`config.mk`:
```
export PLATFORM = sky130hd
export DESIGN_NAME = main_fsm
export DESIGN_NICKNAME = d
export VERILOG_FILES = /design/src/rtl/main_fsm.sv
export SDC_FILE = /design/constraint.sdc
export NUM_CORES = 1
export LEC_CHECK = 0
export CORE_UTILIZATION = 33
export CTS_BUF_LIST = sky130_fd_sc_hd__clkbuf_4 sky130_fd_sc_hd__clkbuf_8
export DETAILED_ROUTE_END_ITERATION = 10
export PLACE_DENSITY = 0.84
export SLEW_MARGIN = 40
export SYNTH_ARGS = -nofsm -noshare
export SYNTH_HDL_FRONTEND = slang
export SYNTH_SLANG_ARGS = --single-unit
```
`constraint.sdc`:
```
create_clock -name clk -period 3.5 [get_ports clk]
set_input_delay 0.35 -clock clk [delete_from_list [all_inputs] [get_ports clk]]
set_output_delay 0.35 -clock clk [all_outputs]
set_load 0.05 [all_outputs]
```
`src/rtl/main_fsm.sv`:
```
// Multicycle ARM-subset control FSM: Moore state machine with ALU decode, PC-source request and
// an optional retired-fetch counter enabled by defining INSTR_COUNT_EN.
module main_fsm (
  input  logic        clk,
  input  logic        reset,
  input  logic [1:0]  Op,
  input  logic [5:0]  Funct,
  input  logic [3:0]  Rd,
  output logic        IRWrite,
  output logic        NextPC,
  output logic        RegW,
  output logic        MemW,
  output logic        Branch,
  output logic        AdrSrc,
  output logic        ALUSrcA,
  output logic [1:0]  ALUSrcB,
  output logic [1:0]  ResultSrc,
  output logic [1:0]  ALUControl,
  output logic [1:0]  FlagW,
  output logic [1:0]  ImmSrc,
  output logic [1:0]  RegSrc,
  output logic        PCS,
  output logic [31:0] InstrCount
);

  localparam logic [3:0] S_FETCH    = 4'd0;
  localparam logic [3:0] S_DECODE   = 4'd1;
  localparam logic [3:0] S_MEMADR   = 4'd2;
  localparam logic [3:0] S_MEMRD    = 4'd3;
  localparam logic [3:0] S_MEMWB    = 4'd4;
  localparam logic [3:0] S_MEMWR    = 4'd5;
  localparam logic [3:0] S_EXECUTER = 4'd6;
  localparam logic [3:0] S_EXECUTEI = 4'd7;
  localparam logic [3:0] S_ALUWB    = 4'd8;
  localparam logic [3:0] S_BRANCH   = 4'd9;

  logic [3:0] state_q, state_d;
  logic       alu_dec;

  always_ff @(posedge clk or posedge reset) begin
    if (reset) state_q <= S_FETCH;
    else       state_q <= state_d;
  end

  always_comb begin
    state_d = S_FETCH;
    case (state_q)
      S_FETCH:  state_d = S_DECODE;
      S_DECODE: begin
        case (Op)
          2'b00:   state_d = Funct[5] ? S_EXECUTEI : S_EXECUTER;
          2'b01:   state_d = S_MEMADR;
          2'b10:   state_d = S_BRANCH;
          default: state_d = S_FETCH;
        endcase
      end
      S_MEMADR:   state_d = Funct[0] ? S_MEMRD : S_MEMWR;
      S_MEMRD:    state_d = S_MEMWB;
      S_EXECUTER: state_d = S_ALUWB;
      S_EXECUTEI: state_d = S_ALUWB;
      // writeback/terminal states and unused encodings all return to FETCH
      default:    state_d = S_FETCH;
    endcase
  end

  always_comb begin
    IRWrite    = 1'b0;
    NextPC     = 1'b0;
    RegW       = 1'b0;
    MemW       = 1'b0;
    Branch     = 1'b0;
    AdrSrc     = 1'b0;
    ALUSrcA    = 1'b0;
    ALUSrcB    = 2'b00;
    ResultSrc  = 2'b00;
    ALUControl = 2'b00;
    FlagW      = 2'b00;
    alu_dec    = 1'b0;
    case (state_q)
      S_FETCH: begin
        IRWrite   = 1'b1;
        NextPC    = 1'b1;
        ALUSrcA   = 1'b1;
        ALUSrcB   = 2'b10;
        ResultSrc = 2'b10;
      end
      S_DECODE: begin
        ALUSrcA   = 1'b1;
        ALUSrcB   = 2'b10;
        ResultSrc = 2'b10;
      end
      S_MEMADR:   ALUSrcB = 2'b01;
      S_MEMRD:    AdrSrc  = 1'b1;
      S_MEMWB: begin
        ResultSrc = 2'b01;
        RegW      = 1'b1;
      end
      S_MEMWR: begin
        AdrSrc = 1'b1;
        MemW   = 1'b1;
      end
      S_EXECUTER: alu_dec = 1'b1;
      S_EXECUTEI: begin
        ALUSrcB = 2'b01;
        alu_dec = 1'b1;
      end
      S_ALUWB:    RegW = 1'b1;
      S_BRANCH: begin
        ALUSrcB   = 2'b01;
        ResultSrc = 2'b10;
        Branch    = 1'b1;
      end
      default: ;
    endcase
    if (alu_dec) begin
      case (Funct[4:1])
        4'b0100: ALUControl = 2'b00;
        4'b0010: ALUControl = 2'b01;
        4'b0000: ALUControl = 2'b10;
        4'b1100: ALUControl = 2'b11;
        default: ALUControl = 2'b00;
      endcase
      // logic ops (AND/ORR) update only N/Z; add/sub also update C/V
      FlagW = {Funct[0], Funct[0] & ~ALUControl[1]};
    end
  end

  assign PCS    = (RegW & (Rd == 4'hF)) | Branch;
  assign ImmSrc = Op;
  assign RegSrc = {Op == 2'b01, Op == 2'b10};

`ifdef INSTR_COUNT_EN
  logic [31:0] instr_cnt_q, instr_cnt_d;

  assign instr_cnt_d = (state_q == S_FETCH) ? instr_cnt_q + 32'd1 : instr_cnt_q;

  always_ff @(posedge clk or posedge reset) begin
    if (reset) instr_cnt_q <= 32'd0;
    else       instr_cnt_q <= instr_cnt_d;
  end

  assign InstrCount = instr_cnt_q;
`else
  assign InstrCount = 32'd0;
`endif

endmodule

```
# Word level (Yosys, flattened, before mapping)
# Cells that the tools add are included.
[op_classes] n_eq_ne=14 n_mux=17 bitwise=4 reduce_logical=9
[ops] op="case mux 4 bit (5 select lines)" n=1
[ops] op="equality test 4 x 3 -> 1 bit (second input constant)" n=4
[ops] op="equality test 4 bit (second input constant)" n=4
[ops] op="equality test 4 x 2 -> 1 bit (second input constant)" n=3
[ops] op="case mux 4 bit (3 select lines)" n=1
[ops] op="logical NOT 4 bit" n=2
[ops] op="two-way mux 1 bit" n=8
[ops] op="case mux 2 bit (2 select lines)" n=2
[ops] op="OR reduction 2 bit" n=4
[ops] op="two-way mux 2 bit" n=3
[ops] op="case mux 2 bit (3 select lines)" n=1
[ops] op="OR reduction 3 bit" n=2
[ops] op="equality test 4 x 1 -> 1 bit (second input constant)" n=1
[ops] op="two-way mux 3 bit" n=1
[ops] op="bitwise AND 1 bit" n=2
[ops] op="equality test 2 x 1 -> 1 bit (second input constant)" n=1
[ops] op="equality test 2 bit (second input constant)" n=1
[ops] op="logical NOT 2 bit" n=1
[ops] op="inverter 1 bit" n=1
[ops] op="OR 1 bit" n=1
[word_totals] register_bits=4 in_bits=14 out_inout_bits=52 elab_cells=45

# Logic depth before layout (Yosys ltp)
# Gate-level depths: netlist (run 1).
[logic_depth] word_depth=7 depth_mapped=4 mapped_depth_nobuf=3

# Least setup slack after synthesis (run 1)
# No wires, ideal clock.
[synth_path] path_kind="reg-to-output" startpoint="register state_q[2]" endpoint="output NextPC" arrival_time_ps=2256 required_ps=3150 setup_slack_ps=894 path_stages_with_launch=5 n_path_buf=2 cell_sequence="dfrtp_1 -> or2_1 -> buf_6 -> nor3_1 -> buf_4"
[synth_between] elab_chain_len=2
[synth_lines] item="start, declared" line="37" text="logic [3:0] state_q, state_d;"
[synth_lines] item="start signal, assigned" line="42" text="else state_q <= state_d;"
[synth_lines] item="logical NOT 4 bit"
[synth_lines] item="two-way mux 1 bit"
[synth_lines] item="end, declared" line="10" text="output logic NextPC,"
# Every way passes these cells.

# Worst setup path in the final report (run 1)
[layout_path] startpoint="register state_q[1]" endpoint="output ALUSrcB[0]"
[layout_between] elab_chain_len=3 elab_cells_between_ends=8 classes_between="4 x eq/ne; 1 x mux; 3 x reduce/logical"
[layout_lines] item="equality test 4 x 3 -> 1 bit, or another cell as far along" line="79" text="case (state_q)"
[layout_lines] item="OR reduction 3 bit (no line) / OR reduction 2 bit (equally long branches)"
[layout_lines] item="case mux 2 bit (2 select lines) *" line="79"
[layout_lines] item="end, declared" line="16" text="output logic [1:0] ALUSrcB,"
# Mark *: on every way between the ends. The rest lies on a longest branch, timed or not.

==> results.yml, run 1 <==
clock_tree:
  cts_tree: "built"
  numCtsBuffers: 3
  clock_latency_ns: 0.24
  max-clock-path-buffers: 2
  htree_levels: 1
  cts_resized: 0
  clk_pin_slew_ns: 0.04
  hold_buffers: 0
  cts_setup_buffers: 0
  root_buffer: "clkbuf_4"
  cts_sinks: 4
yosys:
  ys_types: 27
  synth_edf_count: 0
  synth_top_area_share_pct: 39.9
  ys_seq_area_share_pct: 14.8
  syn_area_um2: 677
  yosys-top-cells-area: "buf_4, dfrtp_1, nor2_1, o41ai_4, nor3_1"
  yosys_register_bits: 4
  synthArstFlopShare_pct: 100
  synthCells: 89
  syn_avg_cell_area_um2: 7.61
  yosysWarningCount: 0
  yosysTopAreaCell: "buf_4"
  ys.flop_type: "dfrtp_1"
timing:
  fin_crit_ns: 2.58
  drv_slew: 0
  fin_skew_ns: 0.00209
  rsz0062_at_grt: "no"
  postLayoutSetupSlackWorst_ns: 0.919
  finalHoldViolCount: 0
  worst_pin_slew_ns: 0.502
  fin_crit_sh_pct: 73.8
  finalSetupViolations: 0
  max_freq_ghz: 0.387
  finalSetupTns_ns: 0
  relSlewSlack_pct: 66.4
route:
  via_count: 552
  antenna_left: 0
  viasPerCell: 3.83
  drt_first_iter_violations: 8
  post-route-drc-count: 0
  wl_per_cell_um: 8.60
  firstDrtPassIters: 4
  drt_wl_total_um: 1240
placement:
  place.gp.congestion: 0.656
  io_buffers: 33
  preCtsSetupSlack_ns: 1.07
  placed_area_um2: 866
  hpwl_um: 1050
layout:
  drive_above_1_share_pct: 5.13
  final_cell_mix: "clkdlybuf4s50_1, conb_1, nor2_1"
  layout_commonest_cell: "clkdlybuf4s50_1"
  num-nets-final: 133
  regMostFlops: "state_q"
  reg_top3: "state_q (4)"
  antenna_cells: 0
  fin_area_um2: 888
  largest_reg_flops: 4
  syn_to_final_growth_pct: 31.2
floorplanning:
  pin_count: 66
  num_rows: 16
  initial_core_util_pct: 34.9
  dieArea_um2: 2240
  die_h_um: 47.3
  coreArea_um2: 1940
  die_w_um: 47.3
worst_setup_path:
  reg2regPathDepth: 3
  critical_path_class: "reg -> out"
  critical-path-top-delay-family: "buffers and inverters"
  worstReg2RegStart: "state_q[1]"
  cp_max_fo: 15
  worst_path_max_delay_cell: "clkdlybuf4s50_1"
  critPathBufInv: 1
  rrSetupSlack_ns: 2.28
  arrival_ns: 2.23
  cpPeakStageDelay_ns: 0.79
  worstPathRequired_ns: 3.15
  crit_chain: "nand2b_1, nor2_1, a211o_1, clkdlybuf4s50_1"
  r2r_end: "state_q[1]"
  start_kind: "flop"
  end_kind: "output pin"
grt:
  grt_pass1_wl_um: 1730
  grt_pass1_vias: 416
  grt_max_degree: 16
  antenna_found_initial: 0
  grt_overflow_total: 0
  grtUsageTotal_pct: 11.6
pwr:
  ir_drop_mv: 0.395
  p_leak_uw: 0.000422
  p_per_area_nw_per_um2: 928
flow_run:
  drv_cap: 0
outcome:
  outcome: "complete, no violations"
worst_hold_path:
  hold_class: "in -> async"
[cell type report]
cell class | count | area (um2)
fill | 204 | 1050
inverter | 3 | 11.3
clock buffer | 3 | 22.5
sequential | 4 | 100
tap | 27 | 33.8
timing repair buffer | 33 | 330
multi-input combinational | 74 | 390
[where the power goes]
| group | switching (uW) | internal, uW |
|---|---|---|
| sequential | 49.5 | 65.2 |
| combinational | 453 | 198 |
| clock | 20.7 | 38.5 |
[synthesized netlist by cell type, types with 2 or more instances]
master	n
a21oi_1	2
buf_2	2
and2_1	3
dfrtp_1	4
o21ai_0	3
nor2_1	10
nor2b_1	2
inv_1	3
nor3_1	4
buf_4	36
nand2_1	2
nand2b_1	3
[worst max-delay path by stage]
stage,from,to,slack (ns),depth (start not counted)
detailed placement,Funct[3],FlagW[0],1.07,5
CTS,state_q[1],ALUSrcB[0],0.89,4
finish,state_q[1],ALUSrcB[0],0.92,4
global route,state_q[1],ALUSrcB[0],0.81,4
floorplan,state_q[2],NextPC,0.89,4
global placement,Funct[3],FlagW[0],1.11,5
[cells by family after synthesis]
group,Yosys count,synth area share [%]
other cells,1,0.554
xor+xnor,1,1.29
flops,4,14.8
buf+inv,42,44.7
mux,1,1.48
simple gates,29,22.7
compound gates,11,14.4
[metrics by stage]
stage | std cells | hold slack (ns) | total power [uW] | util (%)
2_1_floorplan | 120 | 0.116 | 658 | -
3_3_place_gp | 141 | 0.545 | 760 | 44.6
3_5_place_dp | 141 | 0.553 | 769 | 44.6
4_1_cts | 144 | 0.295 | 832 | 45.7
5_1_grt | 144 | 0.315 | 873 | 45.7
6_report | 144 | 0.298 | 825 | 45.7
[per-layer routing]
metal  wire length (um)  track usage [%]  up-vias
li1                   -                -      278
met1                489             13.1      234
met2                614             18.1       36
met3                117             3.85        4
met4                 17             8.57        0
met5                  0                0        -
(Power assumes the default switching activity.)
==> run 2, diff against run 1 <==
--- a/config.mk
+++ b/config.mk
@@ -5,10 +5,10 @@
 export SDC_FILE = /design/constraint.sdc
 export NUM_CORES = 1
 export LEC_CHECK = 0
-export CORE_UTILIZATION = 33
+export CORE_UTILIZATION = 30
 export CTS_BUF_LIST = sky130_fd_sc_hd__clkbuf_4 sky130_fd_sc_hd__clkbuf_8
 export DETAILED_ROUTE_END_ITERATION = 10
-export PLACE_DENSITY = 0.84
+export PLACE_DENSITY = 0.77
 export SLEW_MARGIN = 40
 export SYNTH_ARGS = -nofsm -noshare
 export SYNTH_HDL_FRONTEND = slang
==> constraint.sdc (replaced) <==
create_clock -name clk -period 2.55 [get_ports clk]
set_input_delay 0.255 -clock clk [delete_from_list [all_inputs] [get_ports clk]]
set_output_delay 0.255 -clock clk [all_outputs]
set_load 0.05 [all_outputs]
==> run 2 against run 1 <==
Flip-flop and latch count unchanged; count of clock-buffer cells in the layout unchanged; first-iteration DRC count down 75%; critical path depth down 1; clock power up 30%; register-to-register slack got worse by 0.93 ns; via count rose by 5.3%; combinational power increased by 43%.
==> results.yml, run 2 (synthesis results as in run 1) <==
grt:
  grt_pass1_vias: 468
  grt_pass1_wl_um: 1930
  grt_max_degree: 15
  antenna_found_initial: 0
  grt_overflow_total: 0
  grtUsageTotal_pct: 10.6
route:
  post-route-drc-count: 0
  drt_first_iter_violations: 2
  drt_wl_total_um: 1310
  viasPerCell: 4.01
  firstDrtPassIters: 4
  antenna_left: 0
  via_count: 581
  wl_per_cell_um: 9.01
flow_run:
  drv_cap: 0
clock_tree:
  root_buffer: "clkbuf_4"
  clock_latency_ns: 0.23
  htree_levels: 1
  cts_setup_buffers: 0
  hold_buffers: 0
  cts_tree: "built"
  clk_pin_slew_ns: 0.03
  cts_resized: 0
  cts_sinks: 4
  max-clock-path-buffers: 2
  numCtsBuffers: 3
worst_setup_path:
  cp_max_fo: 7
  critical_path_class: "reg -> out"
  critical-path-top-delay-family: "buffers and inverters"
  worstPathRequired_ns: 2.30
  end_kind: "output pin"
  arrival_ns: 2.12
  cpPeakStageDelay_ns: 0.85
  start_kind: "flop"
  worst_path_max_delay_cell: "clkdlybuf4s50_1"
  critPathBufInv: 1
  crit_chain: "or2_1, nor3_1, clkdlybuf4s50_1"
timing:
  postLayoutSetupSlackWorst_ns: 0.176
  worst_pin_slew_ns: 0.503
  relSlewSlack_pct: 66.4
  max_freq_ghz: 0.421
  rsz0062_at_grt: "no"
  finalHoldViolCount: 0
  drv_slew: 0
  fin_skew_ns: 0.00109
  hold_slack_ns: 0.199
  fin_crit_sh_pct: 93.1
  finalSetupTns_ns: 0
  finalSetupViolations: 0
  fin_crit_ns: 2.37
layout:
  reg_top3: "state_q (4)"
  num-nets-final: 134
  regMostFlops: "state_q"
  syn_to_final_growth_pct: 31.6
  layout_commonest_cell: "conb_1"
  drive_above_1_share_pct: 7.63
  antenna_cells: 0
  largest_reg_flops: 4
  final_cell_mix: "conb_1, clkdlybuf4s50_1, nor2_1"
  fin_area_um2: 891
  nFillCells: 217
floorplanning:
  num_rows: 16
  pin_count: 66
  dieArea_um2: 2450
  die_h_um: 49.5
  die_w_um: 49.5
  initial_core_util_pct: 33.1
  coreArea_um2: 2040
pwr:
  ir_drop_mv: 0.642
  p_per_area_nw_per_um2: 1280
  total_power_uw: 1140
  p_leak_uw: 0.000431
outcome:
  outcome: "complete, no violations"
placement:
  hpwl_um: 1150
  io_buffers: 33
  preCtsSetupSlack_ns: 0.364
  placed_area_um2: 868
  place.gp.congestion: 0.725
worst_hold_path:
  hold_class: "in -> async"
-- run 2: power by group --
part	total, uW	internal, uW	switching, uW
registers	135	89.9	44.8
logic	928	278	650
clock network	76.6	52.5	24.1
total	1140	420	719
-- run 2: layer usage --
metal,wire length [um],up-vias,global-route usage [%]
met5,0,-,0
met4,23,0,7.14
met3,123,4,3.40
met2,710,40,18.3
met1,448,256,10.8
li1,-,281,-
-- run 2: cell type report --
type / instances / area (um2) / share of cell area (%)
repair buffers: 34 / 333 / 37.4
well taps: 27 / 33.8 / 3.79
flip-flops and latches: 4 / 100 / 11.2
inverters: 3 / 11.3 / 1.26
clock buffers: 3 / 22.5 / 2.53
multi-input cells: 74 / 390 / 43.8
-- run 2: metrics by stage --
stage	instances	util, %
detailed placement	142	42.5
CTS	145	43.6
global route	145	43.6
global placement	142	42.5
floorplan	120	-
finish	145	43.6
-- run 2: path summary, 6_finish.rpt --
path,depth (start not counted),startpoint,slack (ns),to
max,3,state_q[2],0.18,IRWrite
min,2,reset,0.20,state_q[2]
max reg2reg,2,state_q[2],1.35,state_q[3]
min reg2reg,1,state_q[0],0.68,state_q[0]
max in group asynchronous,2,reset,2.20,state_q[0]
min in group clk,1,state_q[0],0.68,state_q[0]
